<file path="config.mk">
export PLATFORM = sky130hd
export DESIGN_NAME = gat_bram_load_ctrl
export DESIGN_NICKNAME = d
export VERILOG_FILES = /design/src/rtl/gat_load_pkg.sv /design/src/rtl/gat_load_ch_cnt.sv /design/src/rtl/gat_bram_load_ctrl.sv
export SDC_FILE = /design/constraint.sdc
export NUM_CORES = 1
export LEC_CHECK = 0
export ABC_CLOCK_PERIOD_IN_PS = 8300
export BUFFER_PORTS_ARGS = -buffer_cell sky130_fd_sc_hd__buf_2
export CORE_AREA = 2 2 241 243
export CTS_BUF_LIST = sky130_fd_sc_hd__clkbuf_8 sky130_fd_sc_hd__clkbuf_16
export DETAILED_ROUTE_END_ITERATION = 10
export DIE_AREA = 0 0 243 245
export GPL_ROUTABILITY_DRIVEN = 0
export PLACE_DENSITY_LB_ADDON = 0.15
export SLEW_MARGIN = 5
export SYNTH_ARGS = -nofsm -noshare
export SYNTH_HDL_FRONTEND = slang
export SYNTH_HIERARCHICAL = 1
export SYNTH_SLANG_ARGS = --single-unit
</file>
<file path="constraint.sdc">
create_clock -name clk -period 8.3 [get_ports clk]
set_input_delay 1.66 -clock clk [delete_from_list [all_inputs] [get_ports clk]]
set_output_delay 1.66 -clock clk [all_outputs]
set_load 0.005 [all_outputs]
</file>
<file path="src/rtl/gat_load_pkg.sv">
// Shared types and helpers for the host-to-core BRAM load controller.
package gat_load_pkg;

    typedef enum logic [2:0] {
        ST_IDLE = 3'd0,
        ST_LOAD = 3'd1,
        ST_RUN  = 3'd2,
        ST_DONE = 3'd3
    } gat_state_e;

    localparam int unsigned CH_HDATA = 0;
    localparam int unsigned CH_NODE  = 1;
    localparam int unsigned CH_WGT   = 2;
    localparam int unsigned CH_SUBG  = 3;

    // Byte address to 32-bit word address; callers truncate to their width.
    function automatic logic [31:0] byte2word(input logic [31:0] byte_addr);
        return byte_addr >> 2;
    endfunction

endpackage

</file>
<file path="src/rtl/gat_load_ch_cnt.sv">
// Per-channel word counter with completion and sticky address-error tracking.
module gat_load_ch_cnt
    import gat_load_pkg::*;
#(
    parameter int unsigned CH_ADDR_W = 19,
    parameter int unsigned CNT_W     = CH_ADDR_W + 1
) (
    input  logic                 clk,
    input  logic                 rst_n,
    input  logic                 clear,
    input  logic                 load_entry,
    input  logic                 in_load,
    input  logic [CNT_W-1:0]     words_cfg,
    input  logic                 ena,
    input  logic                 wea,
    input  logic [CH_ADDR_W+1:0] addr,
    output logic [CNT_W-1:0]     cnt,
    output logic                 done,
    output logic                 err,
    output logic                 done_nxt_c
);

    logic [CNT_W-1:0]     words_q;
    logic [CNT_W-1:0]     cnt_inc;
    logic [CH_ADDR_W-1:0] waddr;
    logic                 wr_load;
    logic                 accept;
    logic                 bad_addr;

    assign waddr    = CH_ADDR_W'(byte2word(32'(addr)));
    assign wr_load  = ena & wea & in_load;
    assign accept   = wr_load & ~done;
    assign cnt_inc  = cnt + CNT_W'(1);
    assign bad_addr = (addr[1:0] != 2'b00) || (CNT_W'(waddr) >= words_q);

    // Done rises on the accepted write that reaches the count, or at arm time for an empty load.
    always_comb begin
        done_nxt_c = done;
        if (clear) begin
            done_nxt_c = 1'b0;
        end else if (load_entry) begin
            done_nxt_c = (words_cfg == '0);
        end else if (accept && (cnt_inc == words_q)) begin
            done_nxt_c = 1'b1;
        end
    end

    always_ff @(posedge clk or negedge rst_n) begin
        if (!rst_n) begin
            words_q <= '0;
            cnt     <= '0;
            done    <= 1'b0;
            err     <= 1'b0;
        end else begin
            done <= done_nxt_c;
            if (clear) begin
                cnt <= '0;
                err <= 1'b0;
            end else if (load_entry) begin
                words_q <= words_cfg;
                cnt     <= '0;
                err     <= 1'b0;
            end else begin
                if (accept) begin
                    cnt <= cnt_inc;
                end
                if (wr_load && bad_addr) begin
                    err <= 1'b1;
                end
            end
        end
    end

endmodule

</file>
<file path="src/rtl/gat_bram_load_ctrl.sv">
// Host-to-core BRAM load controller: write forwarding, per-channel load tracking,
// load/run sequencing and status for the register bank.
module gat_bram_load_ctrl
    import gat_load_pkg::*;
#(
    parameter int unsigned TOP_WIDTH   = 32,
    parameter int unsigned NUM_CH      = 4,
    parameter int unsigned CH_DATA_W   = 24,
    parameter int unsigned CH_ADDR_W   = 19,
    parameter int unsigned CNT_W       = CH_ADDR_W + 1,
    parameter int unsigned FEAT_ADDR_W = 16
) (
    input  logic                          clk,
    input  logic                          rst_n,
    input  logic [NUM_CH*TOP_WIDTH-1:0]   host_din,
    input  logic [NUM_CH-1:0]             host_ena,
    input  logic [NUM_CH-1:0]             host_wea,
    input  logic [NUM_CH*(CH_ADDR_W+2)-1:0] host_addra,
    input  logic [NUM_CH*CNT_W-1:0]       cfg_words,
    input  logic                          cfg_start,
    input  logic                          cfg_clear,
    output logic [NUM_CH*CH_DATA_W-1:0]   core_din,
    output logic [NUM_CH-1:0]             core_ena,
    output logic [NUM_CH-1:0]             core_wea,
    output logic [NUM_CH*CH_ADDR_W-1:0]   core_addra,
    output logic [NUM_CH-1:0]             core_load_done,
    input  logic                          core_ready,
    input  logic [FEAT_ADDR_W+1:0]        feat_addrb_byte,
    output logic [FEAT_ADDR_W-1:0]        feat_addrb,
    output logic                          gat_ready,
    output logic [TOP_WIDTH-1:0]          gat_debug_1,
    output logic [TOP_WIDTH-1:0]          gat_debug_2,
    output logic [TOP_WIDTH-1:0]          gat_debug_3
);

    localparam int unsigned BA_W = CH_ADDR_W + 2;

    gat_state_e           state;
    gat_state_e           state_nxt;
    logic [NUM_CH-1:0]    done;
    logic [NUM_CH-1:0]    err;
    logic [NUM_CH-1:0]    done_nxt;
    logic [CNT_W-1:0]     cnt [NUM_CH];
    logic [TOP_WIDTH-1:0] run_cyc;
    logic                 load_entry;
    logic                 in_load;
    logic                 unused_host_din;

    // Host data above the core width is intentionally dropped.
    assign unused_host_din = ^host_din;

    assign in_load    = (state == ST_LOAD);
    assign load_entry = cfg_start && !cfg_clear && ((state == ST_IDLE) || (state == ST_DONE));

    for (genvar c = 0; c < NUM_CH; c++) begin : g_ch
        gat_load_ch_cnt #(
            .CH_ADDR_W (CH_ADDR_W),
            .CNT_W     (CNT_W)
        ) u_cnt (
            .clk        (clk),
            .rst_n      (rst_n),
            .clear      (cfg_clear),
            .load_entry (load_entry),
            .in_load    (in_load),
            .words_cfg  (cfg_words[c*CNT_W +: CNT_W]),
            .ena        (host_ena[c]),
            .wea        (host_wea[c]),
            .addr       (host_addra[c*BA_W +: BA_W]),
            .cnt        (cnt[c]),
            .done       (done[c]),
            .err        (err[c]),
            .done_nxt_c (done_nxt[c])
        );
    end

    // Next-state: soft clear wins over every other transition.
    always_comb begin
        state_nxt = state;
        if (cfg_clear) begin
            state_nxt = ST_IDLE;
        end else begin
            case (state)
                ST_IDLE: if (cfg_start)  state_nxt = ST_LOAD;
                ST_LOAD: if (&done_nxt)  state_nxt = ST_RUN;
                ST_RUN:  if (core_ready) state_nxt = ST_DONE;
                ST_DONE: if (cfg_start)  state_nxt = ST_LOAD;
                default:                 state_nxt = ST_IDLE;
            endcase
        end
    end

    always_ff @(posedge clk or negedge rst_n) begin
        if (!rst_n) begin
            state     <= ST_IDLE;
            gat_ready <= 1'b0;
            run_cyc   <= '0;
        end else begin
            state     <= state_nxt;
            gat_ready <= (state_nxt == ST_DONE);
            if (load_entry) begin
                run_cyc <= '0;
            end else if ((state == ST_RUN) && (run_cyc != '1)) begin
                run_cyc <= run_cyc + TOP_WIDTH'(1);
            end
        end
    end

    // One-stage write forwarding to the core BRAMs, independent of load state.
    always_ff @(posedge clk or negedge rst_n) begin
        if (!rst_n) begin
            core_din   <= '0;
            core_ena   <= '0;
            core_wea   <= '0;
            core_addra <= '0;
        end else if (cfg_clear) begin
            core_din   <= '0;
            core_ena   <= '0;
            core_wea   <= '0;
            core_addra <= '0;
        end else begin
            core_ena <= host_ena;
            core_wea <= host_wea;
            for (int c = 0; c < NUM_CH; c++) begin
                core_din[c*CH_DATA_W +: CH_DATA_W]   <= host_din[c*TOP_WIDTH +: CH_DATA_W];
                core_addra[c*CH_ADDR_W +: CH_ADDR_W] <=
                    CH_ADDR_W'(byte2word(32'(host_addra[c*BA_W +: BA_W])));
            end
        end
    end

    assign feat_addrb     = FEAT_ADDR_W'(byte2word(32'(feat_addrb_byte)));
    assign core_load_done = done;
    assign gat_debug_1    = TOP_WIDTH'({state, err, done});
    assign gat_debug_2    = TOP_WIDTH'(cnt[CH_HDATA]);
    assign gat_debug_3    = run_cyc;

endmodule

</file>
==> impl_metrics.env, run 1 <==
export IMPL_status="finished, final reports clean"
export IMPL_reg2reg_depth=15
export IMPL_setup_worst_path_start_class="primary input"
export IMPL_cp_arrival_ns=5.29
export IMPL_detail_route_first_pass_iterations=4
export IMPL_synth_compound_area_share_pct=9.73
export IMPL_cts_max_level=2
export IMPL_crit_chain="buf_6 > nor2_1 > nand3_1 > inv_2 > buf_4 > or2_0 > buf_4 > nor4_1 > nand3_1 > a2111oi_2 > nand3_1 > o41ai_2 > nand4_1 > nor2_1 > or3_1 > nor3_1"
export IMPL_crit_cells=16
export IMPL_clkLatencyLatePin_ns=0.59
export IMPL_fin_tns_setup_ns=0
export IMPL_synth_area_leaders="dfrtp_1 49%, nor2b_1 6.0%, ha_1 5.2%"
export IMPL_worstSetupStartpoint="cfg_clear"
export IMPL_synthMuxAreaShare_pct=0.611
export IMPL_cp_end_kind="flop"
export IMPL_via_count=15900
export IMPL_p_switching_w=0.00136
export IMPL_io_buffer_count=520
export IMPL_rsz0062_at_grt="false"
export IMPL_ys_flop_type="dfrtp_1"
export IMPL_yosys_area_share_simple_pct=21.9
export IMPL_synth_edff_count=0
export IMPL_period_minus_slack_ns=4.86
export IMPL_r2r_end="state[0]"
export IMPL_grt_use_total_pct=20.1
export IMPL_synth_most_common_cell="dfrtp_1"
export IMPL_peakVddDrop_v=0.000135
export IMPL_netlist_instances=1969
export IMPL_postCtsSetupBuffers=0
export IMPL_clock_skew_ns=0.0185
export IMPL_yosys_area_top_type="dfrtp_1"
export IMPL_synth_seq_cells=384
export IMPL_die_area_um2=59500
export IMPL_routed_via_density=4.88
export IMPL_required_ns=8.73
export IMPL_synth_cell_types=58
export IMPL_hold_violations=0
export IMPL_nNetsFinal=2856
export IMPL_cts_sinks=384
export IMPL_antenna_found_initial=6
export IMPL_ctsResizeCount=0
export IMPL_clk_pin_slew_ns=0.06
export IMPL_drive_gt1_share_pct=26.4
export IMPL_wl_per_cell_um=18.7
export IMPL_max_freq_ghz=0.206
export IMPL_first_global_vias=16200
export IMPL_gr_total_overflow=0
export IMPL_die_y_um=245
export IMPL_grt_first_pass_wirelength_mm=93.6
export IMPL_p_int_w=0.00352
export IMPL_cp_max_fo=27
export IMPL_p_clk_share_pct=41.0
export IMPL_avgSynthCellArea_um2=9.99
export IMPL_min_path_type="flop to flop"
export IMPL_die_w_um=243
export IMPL_design_core_area_um2=57000
export IMPL_cts_tree="done"
export IMPL_worstMarginPinSlew_ns=1.20
export IMPL_drv_cap=0
export IMPL_p_per_area_nw_per_um2=201
export IMPL_numCtsBuffers=45
export IMPL_r2r_start="state[0]"
export IMPL_synth_area_um2=19700
export IMPL_final_util_pct=42.5
export IMPL_leakage_nw=11.6
export IMPL_cts_max_path_buffers=3
export IMPL_critPathTopFamily="simple AND/OR/NAND/NOR gates"
export IMPL_ctsHoldBuffers=0
export IMPL_crit_path_top_delay_cell="o41ai_2"
export IMPL_crit_end="state[0]"
export IMPL_path_buf_inv=4
export IMPL_synth_commonest_cells="384 x dfrtp_1, 188 x nor2b_1, 144 x nand2_1"
export IMPL_io_pins=620
export IMPL_yosysWarnings=6
export IMPL_worstSetupPathType="primary input to flop"
export IMPL_initial_core_util_pct=34.5
export IMPL_slew_violations=0
export IMPL_ant_nets=0
export IMPL_holdWs_ns=0.563
export IMPL_hpwl_mm=46.5
export IMPL_r2r_slack_ns=4.15
export IMPL_async_reset_ff_share_pct=100
export IMPL_ys_seq_area_share_pct=48.9
export IMPL_clock_root_buffer="clkbuf_16"
export IMPL_max_stage_delay_ns=0.46
export IMPL_combPwrFrac_pct=15.6
export IMPL_fin_crit_sh_pct=58.6
export IMPL_synth_top_area_share_pct=48.9
export IMPL_post_route_drc_count=0
export IMPL_core_rowCount=88
export IMPL_grt_max_degree=163
export IMPL_cpMostUsedCell="nand3_1"
export IMPL_postRouteWirelength_mm=60.8
export IMPL_finalSetupViolations=0
export IMPL_seqPwrFrac_pct=43.4
export IMPL_synth_top_family_by_area="simple AND/OR/NAND/NOR gates"
export IMPL_syn_to_final_growth_pct=23.3
export IMPL_synthAdderAreaFrac_pct=5.15
export IMPL_synth_xor_area_share_pct=7.97
export IMPL_drtIter0Drc=739
export IMPL_max_slew_margin_pct=19.2
export IMPL_sw_frac_of_total_pct=27.9
==> registers in the layout, indices dropped and copies added, names as in the netlist <==
register / cells
g_ch.u_cnt/err: 4
gat_debug_3: 32
g_ch.u_cnt/done: 4
core_wea: 4
gat_ready: 1
core_din: 96
state: 3
core_ena: 4
g_ch.u_cnt/cnt: 80
core_addra: 76
g_ch.u_cnt/words_q: 80
==> power groups by stage <==
stage / combinational [W] / sequential, W / clock (W)
2_1_floorplan: 0.000475 / 0.00212 / 0
3_3_place_gp: 0.000750 / 0.00215 / 0
3_5_place_dp: 0.000770 / 0.00215 / 0
4_1_cts: 0.000775 / 0.00212 / 0.00207
5_1_grt: 0.000866 / 0.00213 / 0.00215
6_report: 0.000762 / 0.00212 / 0.00200
==> layout make-up <==
| class | instances | area, um^2 |
|---|---|---|
| Sequential cell | 384 | 9610 |
| Clock inverter | 28 | 240 |
| Tap cell | 765 | 957 |
| Clock buffer | 55 | 1260 |
| Antenna cell | 1 | 2.50 |
| Multi-Input combinational cell | 1390 | 9050 |
| Timing Repair Buffer | 535 | 2760 |
| Inverter | 96 | 360 |
| Fill cell | 5726 | 32800 |
==> worst min-delay path by stage <==
stage,cells after the start,from,end
2_1_floorplan,1,gat_debug_3[31],gat_debug_3[31]
3_3_place_gp,1,gat_debug_3[6],gat_debug_3[6]
3_5_place_dp,1,gat_debug_3[16],gat_debug_3[16]
4_1_cts,1,gat_debug_3[16],gat_debug_3[16]
5_1_grt,1,gat_debug_3[16],gat_debug_3[16]
6_report,1,gat_debug_3[16],gat_debug_3[16]
==> logic make-up after synthesis <==
logic type / count (synthesis)
buffers and inverters: 228
DFF: 384
AOI/OAI and AO/OA: 301
xor gates and xnor gates: 179
muxes: 11
adders and majority gates: 81
and+or+nand+nor: 784
other: 1
==> layout by cell type, fill, tap and decap left out, types with 24 or more instances in the layout <==
cell type,instances
a21o_1,28
a21oi_1,83
buf_2,518
clkbuf_16,45
conb_1,34
dfrtp_1,384
ha_1,81
inv_1,105
nand2_1,144
nand3_1,72
nand4_1,51
nor2_1,118
nor2b_1,184
nor3_1,24
nor4_1,41
o21ai_0,113
or3_1,37
xnor2_1,106
xor2_1,73
==> stage by stage <==
step,total power (W),setup slack (ns),cell area (um^2),instances
6_report,0.00488,3.44,24200,3254
5_1_grt,0.00515,3.11,24200,3253
4_1_cts,0.00496,3.40,24200,3253
3_5_place_dp,0.00292,2.77,22700,3170
3_3_place_gp,0.00290,2.76,22700,3170
2_1_floorplan,0.00259,4.21,19800,2002
==> metal layers <==
layer  vias to the layer above  wire, um  track usage (%)
li1                       7626         -                -
met3                        73      4020             5.58
met1                      7736     25900             25.1
met4                         8      1100             4.60
met5                         -        57                0
met2                       433     29700             34.4
No activity file was read; power rests on OpenSTA's default activity.
==> run 2: changes to the inputs <==
ABC_CLOCK_PERIOD_IN_PS = 4650   (was 8300)
CORE_AREA = 2 2 243 245   (was 2 2 241 243)
DIE_AREA = 0 0 245 247   (was 0 0 243 245)
clock period = 4.65 ns   (was 8.3 ns; I/O delays follow)
==> impl_metrics.env, run 2 (same netlist as run 1, synthesis figures left out) <==
export IMPL_p_switching_w=0.00240
export IMPL_fin_tns_setup_ns=0
export IMPL_postCtsSetupBuffers=0
export IMPL_use_met1_pct=25.6
export IMPL_regMostFlops="core_din"
export IMPL_max_slew_margin_pct=21.0
export IMPL_cts_tree="done"
export IMPL_combPwrFrac_pct=15.4
export IMPL_holdWs_ns=0.365
export IMPL_worstMarginPinSlew_ns=1.17
export IMPL_ant_nets=0
export IMPL_worstSetupPathType="flop to flop"
export IMPL_cts_max_path_buffers=3
export IMPL_cp_arrival_ns=4.45
export IMPL_top_usage_layer="met2"
export IMPL_drv_cap=0
export IMPL_drive_gt1_share_pct=26.8
export IMPL_final_util_pct=41.9
export IMPL_post_route_drc_count=0
export IMPL_p_int_w=0.00647
export IMPL_status="finished, final reports clean"
export IMPL_ctsHoldBuffers=0
export IMPL_rsz0062_at_grt="false"
export IMPL_mostFrequentLayoutCell="buf_2"
export IMPL_postRouteWirelength_mm=61.5
export IMPL_nFillCells=5838
export IMPL_peakVddDrop_v=0.000266
export IMPL_routed_via_density=4.86
export IMPL_slew_violations=0
export IMPL_clkLatencyLatePin_ns=0.58
export IMPL_gr_total_overflow=0
export IMPL_layout_cells_non_filler=3266
export IMPL_die_y_um=247
export IMPL_grt_max_degree=93
export IMPL_first_global_vias=16400
export IMPL_detail_route_first_pass_iterations=4
export IMPL_seqCellArea_um2=9610
export IMPL_die_area_um2=60500
export IMPL_io_buffer_count=520
export IMPL_min_path_type="primary input to asynchronous set/reset pin"
export IMPL_syn_to_final_growth_pct=24.0
export IMPL_clock_root_buffer="clkbuf_16"
export IMPL_die_w_um=245
export IMPL_final_cell_mix="518 x buf_2, 384 x dfrtp_1, 184 x nor2b_1"
export IMPL_antenna_found_initial=2
export IMPL_grt_first_pass_wirelength_mm=94.3
export IMPL_ctsResizeCount=0
export IMPL_use_met3_pct=4.91
export IMPL_p_per_area_nw_per_um2=364
export IMPL_grt_util_met2_pct=33.9
export IMPL_finalSetupViolations=0
export IMPL_grt_use_total_pct=20.1
export IMPL_io_pins=620
export IMPL_period_minus_slack_ns=4.03
export IMPL_place_inst=3187
export IMPL_cts_sinks=384
export IMPL_multiInputGateArea_um2=9060
export IMPL_numCtsBuffers=46
export IMPL_largest_register_ffs=96
export IMPL_cts_max_level=2
export IMPL_design_core_area_um2=58200
export IMPL_initial_core_util_pct=33.8
export IMPL_cp_end_kind="flop"
export IMPL_clock_skew_ns=0.0148
export IMPL_required_ns=5.07
export IMPL_seqPwrFrac_pct=42.6
export IMPL_insertedDiodeCount=0
export IMPL_max_freq_ghz=0.248
export IMPL_hpwl_mm=47.4
export IMPL_drtIter0Drc=751
export IMPL_clk_pin_slew_ns=0.06
export IMPL_sw_frac_of_total_pct=27.1
export IMPL_p_clk_share_pct=42.1
export IMPL_cp_max_fo=9
export IMPL_via_count=15900
export IMPL_setup_worst_path_start_class="flop"
export IMPL_core_rowCount=89
export IMPL_leakage_nw=11.7
export IMPL_total_power_w=0.00887
export IMPL_reg_top3="core_din: 96 flops, g_ch.u_cnt/cnt: 80 flops, g_ch.u_cnt/words_q: 80 flops"
export IMPL_fin_crit_sh_pct=86.7
export IMPL_wl_per_cell_um=18.8
export IMPL_hold_violations=0
export IMPL_nNetsFinal=2866
run 2: changes by cell type in the layout (fill, tap and decap cells not counted), sizes merged:
| cell | delta |
|---|---|
| bufinv | +2 |
| clkbuf | +3 |
| clkinv | -4 |
| buf | +9 |
| diode | -1 |
| clkinvlp | -1 |
| inv | -4 |
run 2: path summary, 6_finish.rpt:
check                      slack [ns]               endpoint      startpoint  depth (start not counted)
max in group asynchronous        3.15  g_ch[0].u_cnt/cnt[18]           rst_n                          2
min reg2reg                      0.54         gat_debug_3[4]  gat_debug_3[4]                          1
max reg2reg                      0.62               state[0]        state[1]                         14
min                              0.36         core_addra[61]           rst_n                          1
max                              0.62               state[0]        state[1]                         14
min in group clk                 0.54         gat_debug_3[4]  gat_debug_3[4]                          1
run 2: stage by stage:
step	instance area, um^2	setup slack [ns]
floorplan	19800	1.29
global placement	22800	0.521
detailed placement	22800	0.474
CTS	24400	0.659
global route	24400	0.266
finish	24400	0.620
run 2: area by class of cell:
cell class,count,share of cell area [%]
timing repair buffer,544,11.6
sequential,384,39.4
multi-input combinational,1390,37.2
clock buffer,58,5.44
tap,773,3.97
inverter,96,1.48
clock inverter,21,0.980
run 2: routing by layer:
metal | vias up | wire, um
li1 | 7638 | -
met1 | 7690 | 26100
met2 | 458 | 29900
met3 | 99 | 3900
met4 | 2 | 1630
met5 | - | 8
run 2: critical path: stages, from the launching register on:
cell and delay, ns:
dfrtp_1 0.46, nand2b_1 0.19, nor2_1 0.10, buf_4 0.23, nand3_1 0.24, or2_1 0.39, nor4_1 0.34, nand3_1 0.15
a2111oi_2 0.37, nand3_1 0.13, o41ai_2 0.50, nand4_1 0.36, nor2_1 0.21, or3_1 0.15, nor3_1 0.05
run 2: power groups by stage:
stage	clock network (W)	registers (W)	logic [W]
detailed placement	0	0.00383	0.00138
floorplan	0	0.00378	0.000847
finish	0.00373	0.00377	0.00136
global route	0.00400	0.00380	0.00156
CTS	0.00385	0.00378	0.00139
global placement	0	0.00383	0.00135
==> run 3: changes to the inputs <==
CAP_MARGIN = 20   (was unset)
CELL_PAD_IN_SITES_DETAIL_PLACEMENT = 0   (was unset)
CELL_PAD_IN_SITES_GLOBAL_PLACEMENT = 1   (was unset)
CORE_AREA = 2 2 242 244   (was 2 2 243 245)
DIE_AREA = 0 0 244 246   (was 0 0 245 247)
==> impl_metrics.env, run 3 (same netlist as run 1, synthesis figures left out) <==
export IMPL_status="finished, final reports clean"
export IMPL_antenna_found_initial=12
export IMPL_via_count=16000
export IMPL_io_pins=620
export IMPL_drv_cap=0
export IMPL_core_rowCount=88
export IMPL_cts_max_path_buffers=3
export IMPL_r2r_end="state[0]"
export IMPL_worstSetupPathType="flop to flop"
export IMPL_sw_frac_of_total_pct=28.2
export IMPL_fin_tns_setup_ns=0
export IMPL_cp_arrival_ns=4.07
export IMPL_final_cell_mix="520 x buf_2, 384 x dfrtp_1, 184 x nor2b_1"
export IMPL_cp_max_fo=9
export IMPL_regMostFlops="core_din"
export IMPL_r2r_start="state[1]"
export IMPL_reg2reg_depth=14
export IMPL_ant_nets=0
export IMPL_min_path_type="primary input to asynchronous set/reset pin"
export IMPL_die_area_um2=60000
export IMPL_finalSetupViolations=0
export IMPL_largest_register_ffs=96
export IMPL_worstMarginPinSlew_ns=0.984
export IMPL_mostFrequentLayoutCell="buf_2"
export IMPL_wl_per_cell_um=20.5
export IMPL_path_buf_inv=1
export IMPL_p_clk_share_pct=41.0
export IMPL_p_switching_w=0.00247
export IMPL_reg_top3="core_din: 96 flops, g_ch.u_cnt/cnt: 80 flops, g_ch.u_cnt/words_q: 80 flops"
export IMPL_cts_tree="done"
export IMPL_required_ns=5.07
export IMPL_max_stage_delay_ns=0.52
export IMPL_first_global_vias=16500
export IMPL_rsz0062_at_grt="false"
export IMPL_grt_use_total_pct=22.0
export IMPL_clk_pin_slew_ns=0.06
export IMPL_peakVddDrop_v=0.000250
export IMPL_cts_sinks=384
export IMPL_die_w_um=244
export IMPL_cpMostUsedCell="nand3_1"
export IMPL_numCtsBuffers=46
export IMPL_io_buffer_count=520
export IMPL_crit_path_top_delay_cell="o41ai_2"
export IMPL_routed_via_density=4.91
export IMPL_seqCellArea_um2=9610
export IMPL_grt_first_pass_wirelength_mm=100
export IMPL_hold_violations=0
export IMPL_design_core_area_um2=57400
export IMPL_nFillCells=5777
export IMPL_grt_max_degree=94
export IMPL_cp_end_kind="flop"
export IMPL_leakage_nw=11.7
export IMPL_p_int_w=0.00628
export IMPL_setup_worst_path_start_class="flop"
export IMPL_slew_violations=0
export IMPL_detail_route_first_pass_iterations=5
export IMPL_critPathTopFamily="simple AND/OR/NAND/NOR gates"
export IMPL_period_minus_slack_ns=3.65
export IMPL_clock_root_buffer="clkbuf_16"
export IMPL_initial_core_util_pct=34.3
export IMPL_clkLatencyLatePin_ns=0.57
export IMPL_max_freq_ghz=0.274
export IMPL_multiInputGateArea_um2=9060
export IMPL_combPwrFrac_pct=15.8
export IMPL_syn_to_final_growth_pct=23.6
export IMPL_postCtsSetupBuffers=0
export IMPL_r2r_slack_ns=1.0
export IMPL_fin_crit_sh_pct=78.6
export IMPL_ctsResizeCount=0
export IMPL_final_util_pct=42.4
export IMPL_total_power_w=0.00875
export IMPL_p_per_area_nw_per_um2=360
export IMPL_ctsHoldBuffers=0
export IMPL_cts_max_level=2
export IMPL_crit_chain="nand2b_1 > nor2_2 > buf_4 > nand3_1 > or2_1 > nor4_1 > nand3_1 > a2111oi_2 > nand3_1 > o41ai_2 > nand4_1 > nor2_1 > or3_1 > nor3_1"
export IMPL_postRouteWirelength_mm=66.9
export IMPL_drive_gt1_share_pct=26.6
export IMPL_clock_skew_ns=0.0191
export IMPL_post_route_drc_count=0
export IMPL_drtIter0Drc=745
export IMPL_max_slew_margin_pct=34.2
export IMPL_die_y_um=246
export IMPL_gr_total_overflow=0
export IMPL_hpwl_mm=51.9
export IMPL_nNetsFinal=2864
export IMPL_seqPwrFrac_pct=43.2
==> run 3: cell types whose count changed in the layout (fill, tap and decap cells not counted), sizes merged <==
cell / change
inv: +5
clkinv: +2
buf: -2
bufinv: -2
clkinvlp: +2
diode: +3
clkbuf: -5
==> run 3: per-stage QoR <==
stage | instance area, um^2 | hold WS (ns) | setup slack (ns) | instances
after detailed placement | 22800 | 0.523 | 0.655 | 3176
final | 24300 | 0.406 | 0.997 | 3261
after CTS | 24300 | 0.420 | 0.852 | 3257
after floorplan | 19800 | 0.507 | 1.29 | 2002
after global placement | 22800 | 0.520 | 0.654 | 3175
after global routing | 24300 | 0.452 | 0.698 | 3260
==> run 3: how the worst max path moves through the flow <==
stage	from	to	slack, ns	cells after the start
floorplan	cfg_clear	state[0]	1.29	14
global placement	cfg_clear	state[0]	0.65	14
detailed placement	cfg_clear	state[0]	0.65	14
CTS	state[1]	state[0]	0.85	14
global route	state[1]	state[0]	0.70	14
finish	state[1]	state[0]	1.0	14
==> run 3: metal layers <==
layer	track usage (%)	routed length (um)	up-vias
met5	0	84	-
met4	6.80	1800	14
met3	6.51	5000	102
met2	37.9	32600	492
met1	26.5	27300	7751
li1	-	-	7652
==> run 3: final cells by class <==
class | count | share of cell area [%]
Sequential cell | 384 | 39.5
Multi-Input combinational cell | 1390 | 37.3
Timing Repair Buffer | 542 | 11.6
Clock buffer | 53 | 5.18
Tap cell | 765 | 3.94
Inverter | 96 | 1.48
Clock inverter | 28 | 0.937
Antenna cell | 3 | 0.0309
==> run 3: worst reg2reg max path: stages, from the launching register on <==
cell and delay, ns:
dfrtp_1 0.44, nand2b_1 0.20, nor2_2 0.27, buf_4 0.23
nand3_1 0.10, or2_1 0.33, nor4_1 0.33, nand3_1 0.13
a2111oi_2 0.35, nand3_1 0.13, o41ai_2 0.52, nand4_1 0.16
nor2_1 0.13, or3_1 0.14, nor3_1 0.05
==> run 3: power groups by stage <==
stage	Clock, W	Combinational [W]	Sequential [W]
floorplan	0	0.000847	0.00378
global placement	0	0.00137	0.00384
detailed placement	0	0.00140	0.00384
CTS	0.00370	0.00141	0.00378
global route	0.00382	0.00158	0.00381
finish	0.00359	0.00138	0.00378
